**src/rtl/sc_mem_arbiter.sv**
```systemverilog
// Two-requester (CPU / debug) arbiter for a single-cycle data memory port.
// Fixed CPU priority by default; define SC_ARB_ROUND_ROBIN_EN for alternating grants.
module sc_mem_arbiter #(
  parameter int AW = 32,
  parameter int DW = 32
) (
  input  logic          clock,
  input  logic          resetn,
  input  logic          c_req,
  input  logic          c_we,
  input  logic [AW-1:0] c_addr,
  input  logic [DW-1:0] c_wdata,
  output logic [DW-1:0] c_rdata,
  output logic          c_ack,
  input  logic          d_req,
  input  logic          d_we,
  input  logic [AW-1:0] d_addr,
  input  logic [DW-1:0] d_wdata,
  output logic [DW-1:0] d_rdata,
  output logic          d_ack,
  output logic          m_en,
  output logic          m_we,
  output logic [AW-1:0] m_addr,
  output logic [DW-1:0] m_wdata,
  input  logic [DW-1:0] m_rdata,
  output logic          busy,
  output logic          owner
);

  typedef enum logic [1:0] {IDLE, ISSUE, RESP, ACK} state_t;

  typedef struct packed {
    logic          we;
    logic [AW-1:0] addr;
    logic [DW-1:0] wdata;
  } req_t;

  state_t        state, state_nx;
  req_t          c_r, d_r, win;
  logic          grant;
  logic          m_en_nx, m_we_nx, c_ack_nx, d_ack_nx, busy_nx, owner_nx;
  logic [AW-1:0] m_addr_nx;
  logic [DW-1:0] m_wdata_nx, c_rdata_nx, d_rdata_nx;

  assign c_r = {c_we, c_addr, c_wdata};
  assign d_r = {d_we, d_addr, d_wdata};

  // grant: 0 = CPU, 1 = debug; a lone requester always wins
`ifdef SC_ARB_ROUND_ROBIN_EN
  assign grant = (c_req && d_req) ? ~owner : ~c_req;
`else
  assign grant = ~c_req;
`endif

  assign win = grant ? d_r : c_r;

  always_comb begin
    state_nx   = state;
    m_en_nx    = 1'b0;
    m_we_nx    = 1'b0;
    m_addr_nx  = m_addr;
    m_wdata_nx = m_wdata;
    c_ack_nx   = 1'b0;
    d_ack_nx   = 1'b0;
    c_rdata_nx = c_rdata;
    d_rdata_nx = d_rdata;
    busy_nx    = busy;
    owner_nx   = owner;
    case (state)
      IDLE: if (c_req || d_req) begin
        state_nx   = ISSUE;
        owner_nx   = grant;
        m_en_nx    = 1'b1;
        m_we_nx    = win.we;
        m_addr_nx  = win.addr;
        m_wdata_nx = win.wdata;
        busy_nx    = 1'b1;
      end
      ISSUE: state_nx = RESP;
      // owner already names the current winner here
      RESP: begin
        state_nx = ACK;
        if (owner) begin
          d_rdata_nx = m_rdata;
          d_ack_nx   = 1'b1;
        end else begin
          c_rdata_nx = m_rdata;
          c_ack_nx   = 1'b1;
        end
      end
      ACK: begin
        state_nx = IDLE;
        busy_nx  = 1'b0;
      end
      default: state_nx = IDLE;
    endcase
  end

  always_ff @(posedge clock or negedge resetn) begin
    if (!resetn) begin
      state   <= IDLE;
      m_en    <= 1'b0;
      m_we    <= 1'b0;
      m_addr  <= '0;
      m_wdata <= '0;
      c_ack   <= 1'b0;
      d_ack   <= 1'b0;
      c_rdata <= '0;
      d_rdata <= '0;
      busy    <= 1'b0;
      owner   <= 1'b1;
    end else begin
      state   <= state_nx;
      m_en    <= m_en_nx;
      m_we    <= m_we_nx;
      m_addr  <= m_addr_nx;
      m_wdata <= m_wdata_nx;
      c_ack   <= c_ack_nx;
      d_ack   <= d_ack_nx;
      c_rdata <= c_rdata_nx;
      d_rdata <= d_rdata_nx;
      busy    <= busy_nx;
      owner   <= owner_nx;
    end
  end

endmodule
```
**config.mk**
```make
export PLATFORM = sky130hd
export DESIGN_NAME = sc_mem_arbiter
export DESIGN_NICKNAME = d
export VERILOG_FILES = /design/src/rtl/sc_mem_arbiter.sv
export SDC_FILE = /design/constraint.sdc
export NUM_CORES = 1
export LEC_CHECK = 0
export CELL_PAD_IN_SITES_DETAIL_PLACEMENT = 1
export CELL_PAD_IN_SITES_GLOBAL_PLACEMENT = 2
export CORE_AREA = 2 2 158 160
export DETAILED_ROUTE_END_ITERATION = 6
export DIE_AREA = 0 0 160 162
export GPL_TIMING_DRIVEN = 0
export HOLD_SLACK_MARGIN = 0.03
export PLACE_DENSITY = 0.88
export SLEW_MARGIN = 40
export SYNTH_ARGS = -nofsm -noshare
export SYNTH_HDL_FRONTEND = slang
export SYNTH_SLANG_ARGS = --single-unit
```
**constraint.sdc**
```tcl
create_clock -name clock -period 1.9 [get_ports clock]
set_clock_uncertainty 0.2 [all_clocks]
set_input_delay 0.285 -clock clock [delete_from_list [all_inputs] [get_ports clock]]
set_output_delay 0.285 -clock clock [all_outputs]
set_load 0.02 [all_outputs]
```
---- Yosys cells after proc, flatten, opt, wreduce, memory -nomap -nowiden ----
Cells that the tools add are included.
Widths: inputs -> output; s select.
cells by class
  equality and inequality tests ........... 4
  bitwise gates (word level) .............. 2
  mux-type cells .......................... 13
  reduce and logical (&&, ||, !) cells .... 7
operators by type and width
  cell                number
  $mux 65             1
  $mux 1              9
  $pmux 2 s4          1
  $reduce_and 2->1    4
  $eq 2x2->1 const B  2
  $eq 2x1->1 const B  1
  $logic_not 2->1     1
  $mux 2              1
  $ne 2x2->1 const B  1
  $not 1->1           2
  $pmux 1 s2          1
  $reduce_bool 2->1   1
  $logic_or 1x1->1    1
storage, ports and cells
  logic and storage cells ................. 37
  bits in registers ....................... 136
  input bits .............................. 166
  output and inout bits ................... 134

---- Longest topological paths before layout ----
Gate-level depths: netlist of the first run.
  depth after elaboration ................. 3
  gate-level depth with buffers ........... 7
  gate-level depth less buffers ........... 5

---- Worst setup path after synthesis of the first run ----
OpenSTA, ideal clock, no wires.
  path type ............................... register to register
  start ................................... reg owner
  end ..................................... reg c_rdata[11]
  buffers on the path ..................... 2
  arrival ................................. 1.379 ns
  cell stages (with the launch flop) ...... 5
  setup slack ............................. 0.196 ns
  data required time ...................... 1.575 ns
  period minus slack after synthesis ...... 1.704 ns
  setup time .............................. 0.125 ns
  path through ............................ dfstp_2 -> nand2b_1 -> buf_2 -> buf_2 -> mux2_2
between the ends
  cells in the longest elaborated chain, start to end .. 2
RTL lines
  element                     RTL line  text
  start: declaration          27        output logic owner
  start signal: assignment    123       owner <= owner_nx;
  $not 1->1 (no line)         -
  $reduce_and 2->1 (no line)  -
  end signal: assignment      120       c_rdata <= c_rdata_nx;
  end: declaration            13        output logic [DW-1:0] c_rdata,
Every way passes these cells.
A chain may end at the register's enable or synchronous reset.

---- Worst setup path after layout of the first run ----
  start ................................... reg d_rdata[5]
  end ..................................... out d_rdata[5]
RTL lines
  element                   RTL line  text
  start: declaration        19        output logic [DW-1:0] d_rdata,
  start signal: assignment  121       d_rdata <= d_rdata_nx;
No word-level cell between the ends.

==> results of run 1 <==
[power groups by stage]
stage / Sequential (uW) / Combinational [uW] / Clock (uW)
global placement: 5350 / 8970 / 0
floorplan: 7130 / 2880 / 0
global route: 5620 / 9300 / 3480
finish: 5400 / 8700 / 3280
CTS: 5400 / 8720 / 3380
detailed placement: 5460 / 9170 / 0
[per-layer routing]
metal / share of wire [%] / wire [um] / track usage (%) / vias up
met5: 0 / 0 / 0 / -
met4: 3.0 / 692 / 6.72 / 0
met3: 5.3 / 1230 / 4.65 / 42
met2: 50 / 11500 / 29.6 / 173
met1: 41 / 9490 / 21.2 / 2660
li1: - / - / - / 2420
[registers in the layout, summed over array words and instances (netlist names)]
name	cells
c_ack	1
d_ack	1
m_wdata	32
busy	1
m_we	1
owner	1
c_rdata	32
state	2
d_rdata	32
m_en	1
m_addr	32
[through the flow]
step	cell area (um2)	TNS, ns	cells
floorplan	5730	0	463
global placement	9120	-769.37	1085
detailed placement	9180	-20.05	1087
CTS	9730	0	1120
global route	10000	0	1123
finish	10000	0	1123
[worst paths after layout]
check / startpoint / end / slack, ns / cells past startpoint
max: d_rdata[5] / d_rdata[5] / 0.03 / 1
min: resetn / m_addr[5] / 0.14 / 2
max reg2reg: state[0] / c_rdata[30] / 0.09 / 6
min reg2reg: m_addr[29] / m_addr[29] / 0.30 / 2
max in group asynchronous: resetn / owner / 0.44 / 4
min in group clock: c_req / m_en / 0.20 / 3
[cell usage in the layout, fill, tap and decap left out, types with 4 or more instances in the layout]
cell             synthesis  final
dlymetal6s2s_1           0     46
clkbuf_2                 0      5
nor2_1                  67     67
buf_6                    6     16
clkbuf_16                0     17
o32ai_1                 63     50
o32ai_2                  0     13
buf_2                   26      9
mux2_2                  65     65
o22ai_1                 64     64
buf_4                    2     11
a21oi_1                  4      4
dfrtp_1                135    135
inv_1                    6      6
dlygate4sd2_1            0     76
clkdlybuf4s50_1          0    175
[what timing repair did]
action / CTS / global route
endpoints found under the setup margin: 194 / 166
gates resized for setup: 99 / 81
hold endpoints to repair: 80 / 0
hold buffers: 1 / 0
buffers inserted: 0 / 3
[cells by family (layout without fill, tap and decap cells)]
logic type | after synthesis | after routing
AO/OA/AOI/OAI | 134 | 134
flip-flops | 136 | 136
buffers and inverters | 48 | 384
adder cells (fa/ha/maj) | 3 | 3
AND/OR/NAND/NOR | 77 | 77
multiplexers | 65 | 65
[layout make-up]
| class | count | share of cell area [%] |
|---|---|---|
| sequential | 136 | 34.0 |
| multi-input combinational | 279 | 21.8 |
| timing repair buffer | 304 | 30.9 |
| buffer | 42 | 3.32 |
| clock buffer | 20 | 4.56 |
| clock inverter | 12 | 1.16 |
| inverter | 6 | 0.225 |
| tap | 324 | 4.04 |
[cells in the mapped netlist (2+ instances only)]
cell,n,area [um2]
o22ai_1,64,400
a21oi_1,4,20.0
buf_4,2,15.0
nand2b_1,3,18.8
nand2_1,5,18.8
buf_6,6,67.6
clkbuf_1,8,30.0
mux2_2,65,732
buf_2,26,130
o32ai_1,63,552
ha_1,3,37.5
dfrtp_1,135,3380
inv_1,6,22.5
nor2_1,67,251
==> results.cfg, run 1 <==
[clock_network]
insertion_delay_ns = 0.41
htreeDepth = 4
cts.sinks = 136
tritoncts = done
clkTransAtPathRegs_ns = 0.07
cts_root_buffer = clkbuf_16
cts_buffer_depth = 2
numCtsBuffers = 17

[timing]
clock.fmax_mhz = 536
period_share_pct = 98.2
setup_violations = 0
slew_headroom_pct = 57.7
finalCriticalPeriod_ns = 1.87
hold_viol = 0
drv_slew = 0
rsz0062_at_grt = false
worst_pin_slew_ns = 0.634
fin_hold_ws_ns = 0.138
setup_ws_ns = 0.0348

[worst_setup_path]
crit_type = reg2out
worstPathMaxFanout = 2
crit_required_ns = 1.41
crit_slowest_cell = clkdlybuf4s50_1
crit_family = buffers and inverters
cp_data_arrival_time_ns = 1.38
end_kind = output port
cp_num_buf_inv = 1
critPathMaxStageDelay_ns = 0.61
critical_path.cell_chain = clkdlybuf4s50_1
start_kind = flop

[detailed_routing]
drc = 0
drtIter0Drc = 205
drt_pass1_iterations = 4
routed_via_density = 4.72
vias = 5295
drt-total-wl_um = 22900
ant_nets = 0
wl_per_cell_um = 20.4

[cells_and_area]
area_delta_synth_final_pct = 74.8
fill_cells = 2666
fin_util_pct = 41.6
antenna_cells = 0
nets = 955
drive_above_1_share_pct = 19.9
register_area_mm2 = 0.00340
multi_input_area_mm2 = 0.00219

[synth]
synth_xor_area_share_pct = 0
synth_flop_cell = dfrtp_1
syn-cell-area_mm2 = 0.00573
synth_warnings = 0
synth_compound_area_share_pct = 17.3
synth_top_family_by_area = compound AO/OA/AOI/OAI gates
ys_seq_elements = 136
yosysSeqAreaShare_pct = 59.4
syn_nets = 632
synthMuxAreaShare_pct = 12.8
async_flop_share_pct = 100
syn_inst = 463
synth_edf_count = 0
synth_cell_type_count = 20
synth.avg_cell_area_um2 = 12.4
synth_simple_gate_area_share_pct = 5.28
synthAdderAreaFrac_pct = 0.655

[power_and_ir_drop]
pwr-share-seq_pct = 31.1
power_uw = 17400
clock_power_share_pct = 18.8
p_leak_uw = 0.00449
comb_power_share_pct = 50.1
p_sw_uw = 7040
power_switching_share_pct = 40.5
power_density_mw_per_mm2 = 1730
irDropWorstVdd_mv = 0.736
power.internal_uw = 10300

[placed_design]
dp_hpwl_um = 16800
place.gp.congestion = 0.774
port_buffers = 298
place_ws_ns = -0.341

[die]
die_area_mm2 = 0.0259
pin_count = 300
core_mm2 = 0.0241
rows = 57
die_x_um = 160
start_util_pct = 23.8
die_h_um = 162

[global_routing]
grt_pass1_vias = 5795
antenna_found_initial = 0
grt_max_degree = 57
grt_pass1_wl_um = 34900
grt_overflow = 0
grt.total_usage_pct = 17.4

[run_status]
status = completed

[run]
cap_violations = 0

[min_path]
hp-class = in2async
(Power assumes the default switching activity.)
==> run 2, diff against run 1 <==
--- a/config.mk
+++ b/config.mk
@@ -13,7 +13,7 @@
 export GPL_TIMING_DRIVEN = 0
 export HOLD_SLACK_MARGIN = 0.03
 export PLACE_DENSITY = 0.88
-export SLEW_MARGIN = 40
+export SLEW_MARGIN = 20
 export SYNTH_ARGS = -nofsm -noshare
 export SYNTH_HDL_FRONTEND = slang
 export SYNTH_SLANG_ARGS = --single-unit
==> results.cfg, run 2 (synthesis gave the netlist of run 1 again) <==
[run_status]
status = completed

[detailed_routing]
wl_per_cell_um = 20.3
routed_via_density = 4.72
drc = 0
ant_nets = 0
drtIter0Drc = 221
drt-total-wl_um = 22800
drt_pass1_iterations = 4
vias = 5301

[worst_setup_path]
cp_data_arrival_time_ns = 1.38
crit_slowest_cell = clkdlybuf4s50_1
critical_path.cell_chain = clkdlybuf4s50_1
crit_required_ns = 1.41
end_kind = output port
critPathMaxStageDelay_ns = 0.62
r2r_start = state[0]
r2r-end = c_rdata[16]
r2r_slack_ns = 0.09
crit_cells = 1
cp_num_buf_inv = 1
r2r_cells = 6
crit_type = reg2out
worstPathMaxFanout = 2
start_kind = flop
crit_family = buffers and inverters

[placed_design]
dp_hpwl_um = 16600
port_buffers = 298
place.gp.congestion = 0.774

[timing]
rsz0062_at_grt = true
fin_hold_ws_ns = 0.205
setup_violations = 0
drv_slew = 0
finalCriticalPeriod_ns = 1.87
clock.fmax_mhz = 536
hold_viol = 0
slew_headroom_pct = 56.9
worst_pin_slew_ns = 0.647
period_share_pct = 98.3

[clock_network]
htreeDepth = 4
cts_root_buffer = clkbuf_16
cts.sinks = 136
numCtsBuffers = 17
cts_buffer_depth = 2
clkTransAtPathRegs_ns = 0.06
tritoncts = done
insertion_delay_ns = 0.41

[global_routing]
grt.total_usage_pct = 17.6
grt_overflow = 0
grt_pass1_wl_um = 35100
grt_pass1_vias = 5813
grt_max_degree = 82
antenna_found_initial = 0

[power_and_ir_drop]
irDropWorstVdd_mv = 0.680
p_leak_uw = 0.00435
power_density_mw_per_mm2 = 1750

[die]
pin_count = 300
rows = 57
start_util_pct = 23.8
die_x_um = 160
die_area_mm2 = 0.0259
core_mm2 = 0.0241
die_h_um = 162

[cells_and_area]
antenna_cells = 0
final_cell_mix = 172 x clkdlybuf4s50_1, 135 x dfrtp_1, 96 x dlygate4sd2_1
fill_cells = 2669
multi_input_area_mm2 = 0.00215
drive_above_1_share_pct = 19.3
layout_commonest_cell = clkdlybuf4s50_1
area_delta_synth_final_pct = 72.8
fin_util_pct = 41.1
nets = 954
register_area_mm2 = 0.00340

[min_path]
whs_path_depth = 3
hp-class = in2reg
hold_end = m_en
min_from = c_req

[run]
cap_violations = 0
==> run 2: cell count changes in the layout (fill, tap and decap cells not counted), sizes merged, moves of 2 or more <==
| cell | previous run | this run |
|---|---|---|
| buf | 39 | 34 |
| clkdlybuf4s50 | 175 | 172 |
| clkinv | 6 | 4 |
| dlymetal6s2s | 46 | 29 |
| dlygate4sd2 | 76 | 96 |
| inv | 10 | 13 |
==> run 2: what timing repair did <==
| item | in CTS | in global routing |
|---|---|---|
| setup buffers | 0 | 3 |
| hold buffers | 1 | 0 |
| hold endpoints to repair | 80 | 0 |
| endpoints found under the setup margin | 214 | 150 |
| gates resized for setup | 109 | 76 |
| cloned | 0 | 0 |
==> run 2: cell type report <==
class / count / share of cell area (%)
well taps: 324 / 4.09
clock buffers: 17 / 4.29
clock inverters: 15 / 1.67
flip-flops and latches: 136 / 34.4
inverters: 6 / 0.227
multi-input cells: 279 / 21.7
repair buffers: 303 / 30.3
plain buffers: 42 / 3.38
==> run 2: layer usage <==
metal,track usage [%],routed length [um]
met4,6.76,627
met2,29.9,11400
met1,21.2,9390
met3,4.88,1310
met5,0,0
==> run 2: worst max path at each step <==
| stage | from | end | slack [ns] |
|---|---|---|---|
| 3_3_place_gp | resetn | d_rdata[15] | -5.55 |
| 4_1_cts | d_rdata[10] | d_rdata[10] | 0.0006 |
| 3_5_place_dp | d_req | m_wdata[3] | -0.34 |
| 6_report | d_rdata[12] | d_rdata[12] | 0.03 |
| 5_1_grt | state[0] | c_rdata[30] | -0.006 |
| 2_1_floorplan | owner | c_rdata[11] | 0.20 |
==> run 2: metrics by stage <==
step           setup TNS, ns  cells  worst slack, ns  cell area [um2]  total power [uW]
2_1_floorplan              0    463            0.196             5730             10000
3_3_place_gp         -769.37   1085            -5.55             9120             14300
3_5_place_dp          -19.05   1086           -0.336             9160             14600
4_1_cts                    0   1119         0.000587             9670             17400
5_1_grt              -0.0193   1122         -0.00626             9910             18400
6_report                   0   1122           0.0329             9910             17300
==> run 2: power breakdown <==
group / switching (uW) / internal (uW) / total [uW]
Clock: 1430 / 1970 / 3400
Sequential: 947 / 4430 / 5380
Combinational: 4650 / 3880 / 8530
